==> src/rtl/uart_rx_pkg.sv <==
// uart_rx_pkg: shared UART types, FSM states and the baud divider constant
package uart_rx_pkg;
  localparam int CPU_CLK_HZ = 100_000_000;
  localparam int UART_BAUD = 115_200;
  localparam int UART_CLKS_PER_BIT = CPU_CLK_HZ / UART_BAUD;
  typedef logic [7:0] uart_data_t;
  typedef enum logic [2:0] {IDLE, START, DATA, PARITY, STOP, BREAK} uart_rx_state_t;
endpackage

==> src/rtl/uart_rx_sync.sv <==
// uart_rx_sync: 2-flop synchroniser for the async rx pin, resets to idle-high
module uart_rx_sync (
  input  logic clk,
  input  logic rst_n,
  input  logic d,
  output logic q
);
  logic s1;
  // two-stage metastability filter
  always_ff @(posedge clk or negedge rst_n)
    if (!rst_n) {q, s1} <= 2'b11;
    else {q, s1} <= {s1, d};
endmodule

==> src/rtl/uart_rx.sv <==
// uart_rx: 8N1 UART receiver with valid/ready holding register; UART_RX_PARITY_EN adds even parity
module uart_rx
  import uart_rx_pkg::*;
#(
  parameter int CLKS_PER_BIT = UART_CLKS_PER_BIT,
  parameter int DATA_BITS = 8
) (
  input  logic                 clk,
  input  logic                 rst_n,
  input  logic                 rx,
  output logic [DATA_BITS-1:0] rx_data,
  output logic                 rx_valid,
  input  logic                 rx_ready,
  output logic                 frame_err,
  output logic                 overrun,
  output logic                 busy
`ifdef UART_RX_PARITY_EN
  ,output logic                parity_err
`endif
);
  localparam int CW = $clog2(CLKS_PER_BIT);
  localparam int BW = $clog2(DATA_BITS + 1);
  localparam logic [CW-1:0] HALF = CW'(CLKS_PER_BIT / 2 - 1);
  localparam logic [CW-1:0] LAST = CW'(CLKS_PER_BIT - 1);
  uart_rx_state_t state, state_n;
  logic [CW-1:0] cnt;
  logic [BW-1:0] bit_cnt;
  logic [DATA_BITS-1:0] shreg;
  logic rx_s, last, half, stop_hit, good, deliver, par_bad;
  uart_rx_sync u_sync (.clk(clk), .rst_n(rst_n), .d(rx), .q(rx_s));
  assign last = cnt == LAST;
  assign half = cnt == HALF;
  assign busy = state != IDLE;
  // next state plus the stop-bit decision strobes
  always_comb begin
    state_n = state;
    case (state)
      IDLE:    state_n = rx_s ? IDLE : START;
      START:   state_n = half ? (rx_s ? IDLE : DATA) : START;
`ifdef UART_RX_PARITY_EN
      DATA:    state_n = (last && bit_cnt == BW'(DATA_BITS - 1)) ? PARITY : DATA;
`else
      DATA:    state_n = (last && bit_cnt == BW'(DATA_BITS - 1)) ? STOP : DATA;
`endif
      PARITY:  state_n = last ? STOP : PARITY;
      STOP:    state_n = last ? (rx_s ? IDLE : BREAK) : STOP;
      BREAK:   state_n = rx_s ? IDLE : BREAK;
      default: state_n = IDLE;
    endcase
    stop_hit = state == STOP && last;
    good = stop_hit && rx_s && !par_bad;
    deliver = good && (!rx_valid || rx_ready);
  end
`ifdef UART_RX_PARITY_EN
  // latch parity mismatch at the parity mid-bit; report alongside the stop sample
  always_ff @(posedge clk or negedge rst_n)
    if (!rst_n) begin
      par_bad <= 1'b0;
      parity_err <= 1'b0;
    end else begin
      par_bad <= (state == PARITY && last) ? rx_s ^ (^shreg) : (state == START ? 1'b0 : par_bad);
      parity_err <= stop_hit && par_bad;
    end
`else
  assign par_bad = 1'b0;
`endif
  // FSM state, bit timing, shift register, holding register and flag pulses
  always_ff @(posedge clk or negedge rst_n)
    if (!rst_n) begin
      state <= IDLE;
      cnt <= '0;
      bit_cnt <= '0;
      shreg <= '0;
      rx_data <= '0;
      rx_valid <= 1'b0;
      frame_err <= 1'b0;
      overrun <= 1'b0;
    end else begin
      state <= state_n;
      cnt <= (state == IDLE || state_n != state || last) ? '0 : cnt + 1'b1;
      bit_cnt <= state == START ? '0 : (state == DATA && last) ? bit_cnt + 1'b1 : bit_cnt;
      if (state == DATA && last) shreg <= {rx_s, shreg[DATA_BITS-1:1]};
      if (deliver) rx_data <= shreg;
      rx_valid <= deliver || (rx_valid && !rx_ready);
      frame_err <= stop_hit && (!rx_s || par_bad);
      overrun <= good && rx_valid && !rx_ready;
    end
endmodule
==> config.mk <==
export PLATFORM = sky130hd
export DESIGN_NAME = uart_rx
export DESIGN_NICKNAME = d
export VERILOG_FILES = /design/src/rtl/uart_rx_pkg.sv /design/src/rtl/uart_rx_sync.sv /design/src/rtl/uart_rx.sv
export SDC_FILE = /design/constraint.sdc
export NUM_CORES = 1
export LEC_CHECK = 0
export ABC_AREA = 1
export BUFFER_PORTS_ARGS = -buffer_cell sky130_fd_sc_hd__buf_4
export CAP_MARGIN = 20
export CORE_MARGIN = 2
export CORE_UTILIZATION = 45
export CTS_CLUSTER_SIZE = 10
export DETAILED_ROUTE_END_ITERATION = 16
export PLACE_DENSITY_LB_ADDON = 0.12
export REMOVE_ABC_BUFFERS = 1
export SLEW_MARGIN = 10
export SYNTH_ARGS = -nofsm -noshare
export SYNTH_HDL_FRONTEND = slang
export SYNTH_SLANG_ARGS = --single-unit
export TNS_END_PERCENT = 1
==> constraint.sdc <==
create_clock -name clk -period 1.7 [get_ports clk]
set_clock_uncertainty 0.1 [all_clocks]
set_input_delay 0.17 -clock clk [delete_from_list [all_inputs] [get_ports clk]]
set_output_delay 0.17 -clock clk [all_outputs]
set_load 0.02 [all_outputs]
==> run_results.csv <==
group,metric,value,unit
flow_run,drv_cap,0,
run_status,violations,"negative setup slack",
routing,viasPerCell,4.634,
placed_design,pre_cts_slack,-0.07308,ns
setup_path,cpPeakStageDelay,0.41,ns
global_routing,grt_pass1_wl,6.375,mm
placed_design,dp_hpwl,2.496,mm
setup_path,crit_required,1.77,ns
routing,ant_nets,0,
yosys,synth_warnings,0,
setup_path,arrival,1.79,ns
setup_path,endpoint_kind,"register",
timing,worst_slack,-0.01692,ns
min_path,hold_end,"overrun",
setup_path,critical-path-top-delay-family,"simple AND/OR/NAND/NOR gates",
global_routing,antenna_found_initial,0,
cells_and_area,layout.nets,265,
floorplan,core,4086,um2
timing,rsz0062_at_grt,"true",
clock_tree,htree_num_levels,2,
yosys,yosysTopAreaCellShare,46.09,%
timing,relSlewSlack,69.16,%
timing,drv_slew,0,
setup_path,worstRegToRegCells,11,
clock_tree,cts.clk_slew.worst_paths,0.08,ns
setup_path,crit_type,"register to register",
global_routing,grt_overflow,0,
timing,hold_viol,0,
setup_path,slowest_stage,"dfrtp_1",
yosys,syn_inst,215,
timing,finalCriticalPeriod,1.717,ns
routing,drt-total-wl,3.648,mm
yosys,avgSynthCellArea,9.090,um2
routing,vias,1432,
yosys,synth_edf_count,0,
global_routing,grt_max_degree,39,
setup_path,worst-r2r-setup-slack,-0.02,ns
cells_and_area,fill_cells,359,
yosys,seq_area_frac_synth,48.78,%
timing,tightest_slew,0.4627,ns
power,p_total,1.734,mW
yosys,synth-seq-cells,38,
yosys,synth_area,1954,um2
power,power.leakage,1.228,nW
setup_path,start_kind,"register",
power,ir_worst_vdd,0.3920,mV
setup_path,cp_max_fo,5,
timing,tns,-0.1231,ns
floorplan,ios,16,
yosys,synthArstFlopShare,100.0,%
routing,wl_per_cell,11.81,um
cells_and_area,layout-drive-gt1-share,39.38,%
floorplan,start_util,47.83,%
clock_tree,cts_tree,"built",
min_path,hp-class,"primary input to register",
clock_tree,clk_root_buffer_cell,"clkbuf_8",
routing,drtPass1Iterations,4,
floorplan,dieArea,4886,um2
routing,drc,0,
global_routing,track_usage,16.57,%
yosys,synth_area_leader_cell,"dfrtp_1",
power,p_per_area,691.6,nW/um2
clock_tree,numCtsBuffers,5,
clock_tree,cts_buffer_depth,2,
floorplan,die_w,69.90,um
clock_tree,cts_sinks,38,
timing,setup_violations,10,
run_status,status,"finished with violations",
setup_path,crit_buf_inv,1,
placed_design,io_buffers,15,
timing,post-route-period-util,101.0,%
timing,hold_slack,0.09305,ns
cells_and_area,n_antenna_cell,0,
yosys,yosys-top-cells-area,"dfrtp_1 46%, nand2_1 7.5%, inv_1 5.0%, nand3_1 4.9%, nor2_2 4.2%",
placed_design,post_dp_cell_area,2246,um2
placed_design,place_congestion,0.8483,
timing,clock.fmax,0.5824,GHz
clock_tree,clock_latency,0.29,ns
setup_path,rr_endpoint,"cnt[8]",
floorplan,num_rows,23,
yosys,ys.flop_type,"dfrtp_1",
min_path,min_from,"rx_ready",
min_path,min_path_cells,4,
floorplan,fp.dieH,69.90,um
global_routing,grt_pass1_vias,1431,
setup_path,worstReg2RegStart,"cnt[1]",
cells_and_area,area_growth,28.30,%
routing,drtIter0Drc,83,
setup_path,crit_top_cell,"nand2_1",
yosys,ys_types,30,
cells_and_area,fin_area,2507,um2
setup_path,path_cells,"inv_1 -> ha_4 -> nand2_1 -> nor2_1 -> nand3_1 -> nand2_1 -> nand2_2 -> o21ai_4 -> nand2_4 -> nand2_8 -> nor2_2",
-- placed cells by master (no fill, tap or decap), drive strengths merged --
| cell | instances |
|---|---|
| a21oi | 1 |
| buf | 35 |
| bufinv | 1 |
| clkbuf | 7 |
| clkinv | 1 |
| dfrtp | 36 |
| dfstp | 2 |
| dlygate4sd3 | 2 |
| ha | 3 |
| inv | 34 |
| nand2 | 49 |
| nand3 | 21 |
| nand4 | 4 |
| nor2 | 32 |
| nor3 | 2 |
| o2111ai | 1 |
| o21ai | 18 |
| xnor2 | 2 |
| xor2 | 8 |
-- routing by layer --
layer / track usage (%) / part of all wire (%)
met5: 0 / 0
met4: 7.051 / 1.5
met3: 3.030 / 2.2
met2: 27.41 / 47
met1: 21.30 / 49
-- metrics by stage --
step	std cells	util, %
2_1_floorplan	213	-
3_3_place_gp	294	54.96
3_5_place_dp	294	54.96
4_1_cts	309	60.38
5_1_grt	309	61.36
6_report	309	61.36
-- synth_stat cells (4+ instances only) --
cell type,instances
nand2_1,39
o21ai_0,6
nand3_1,19
inv_2,6
dfrtp_1,36
inv_1,26
o21ai_1,4
nor2_2,13
nand2_2,5
o21ai_2,8
xor2_1,8
nor2_1,16
-- worst max-delay path by stage --
stage                start  endpoint  slack [ns]  cells past startpoint
floorplan           cnt[0]    cnt[2]     -0.0005                     12
global placement    cnt[0]    cnt[2]       -0.06                     12
detailed placement  cnt[0]    cnt[5]       -0.07                     12
CTS                 cnt[1]    cnt[8]       -0.04                     11
global route        cnt[1]    cnt[6]       -0.12                     12
finish              cnt[1]    cnt[8]       -0.02                     11
-- cells by family after synthesis --
family	after synthesis	synth area share (%)
fa+ha+maj	3	1.921
flops	38	48.78
buf+inv	37	7.682
simple gates	107	30.28
xor+xnor	10	4.482
compound gates	20	6.850
-- report_power, final --
group          switching [mW]  internal, mW  total (mW)
Clock                   0.316         0.479       0.794
Sequential            0.00112         0.908       0.909
Combinational          0.0216       0.00966      0.0312
Total                   0.338          1.40        1.73
-- timing repair --
item | in CTS | in global routing
hold endpoints to repair | 37 | 0
setup endpoints to repair | 10 | 24
resized for setup | 11 | 11
hold buffers | 2 | 0
gates cloned | 1 | 0
setup buffers | 4 | 0
pin swaps | 12 | 10
-- layout make-up --
class	count	area, um2	share of cell area [%]
Inverter	35	137.6	5.489
Multi-Input combinational cell	141	933.4	37.23
Clock inverter	1	30.03	1.198
Tap cell	50	62.56	2.495
Timing Repair Buffer	37	302.8	12.08
Clock buffer	7	86.33	3.443
Sequential cell	38	954.7	38.07
-- state kept, by name, summed over array words and instances, names as in the netlist --
signal	cells
cnt	10
rx_data	8
shreg	8
bit_cnt	4
state	3
frame_err	1
overrun	1
rx_valid	1
u_sync.q	1
u_sync.s1	1
-- worst register-to-register path: stages (launching register included) --
cell	delay (ns)
dfrtp_1	0.41
inv_1	0.10
ha_4	0.14
nand2_1	0.05
nor2_1	0.10
nand3_1	0.11
nand2_1	0.10
nand2_2	0.08
o21ai_4	0.17
nand2_4	0.11
nand2_8	0.11
nor2_2	0.03
(Power assumes the default switching activity.)
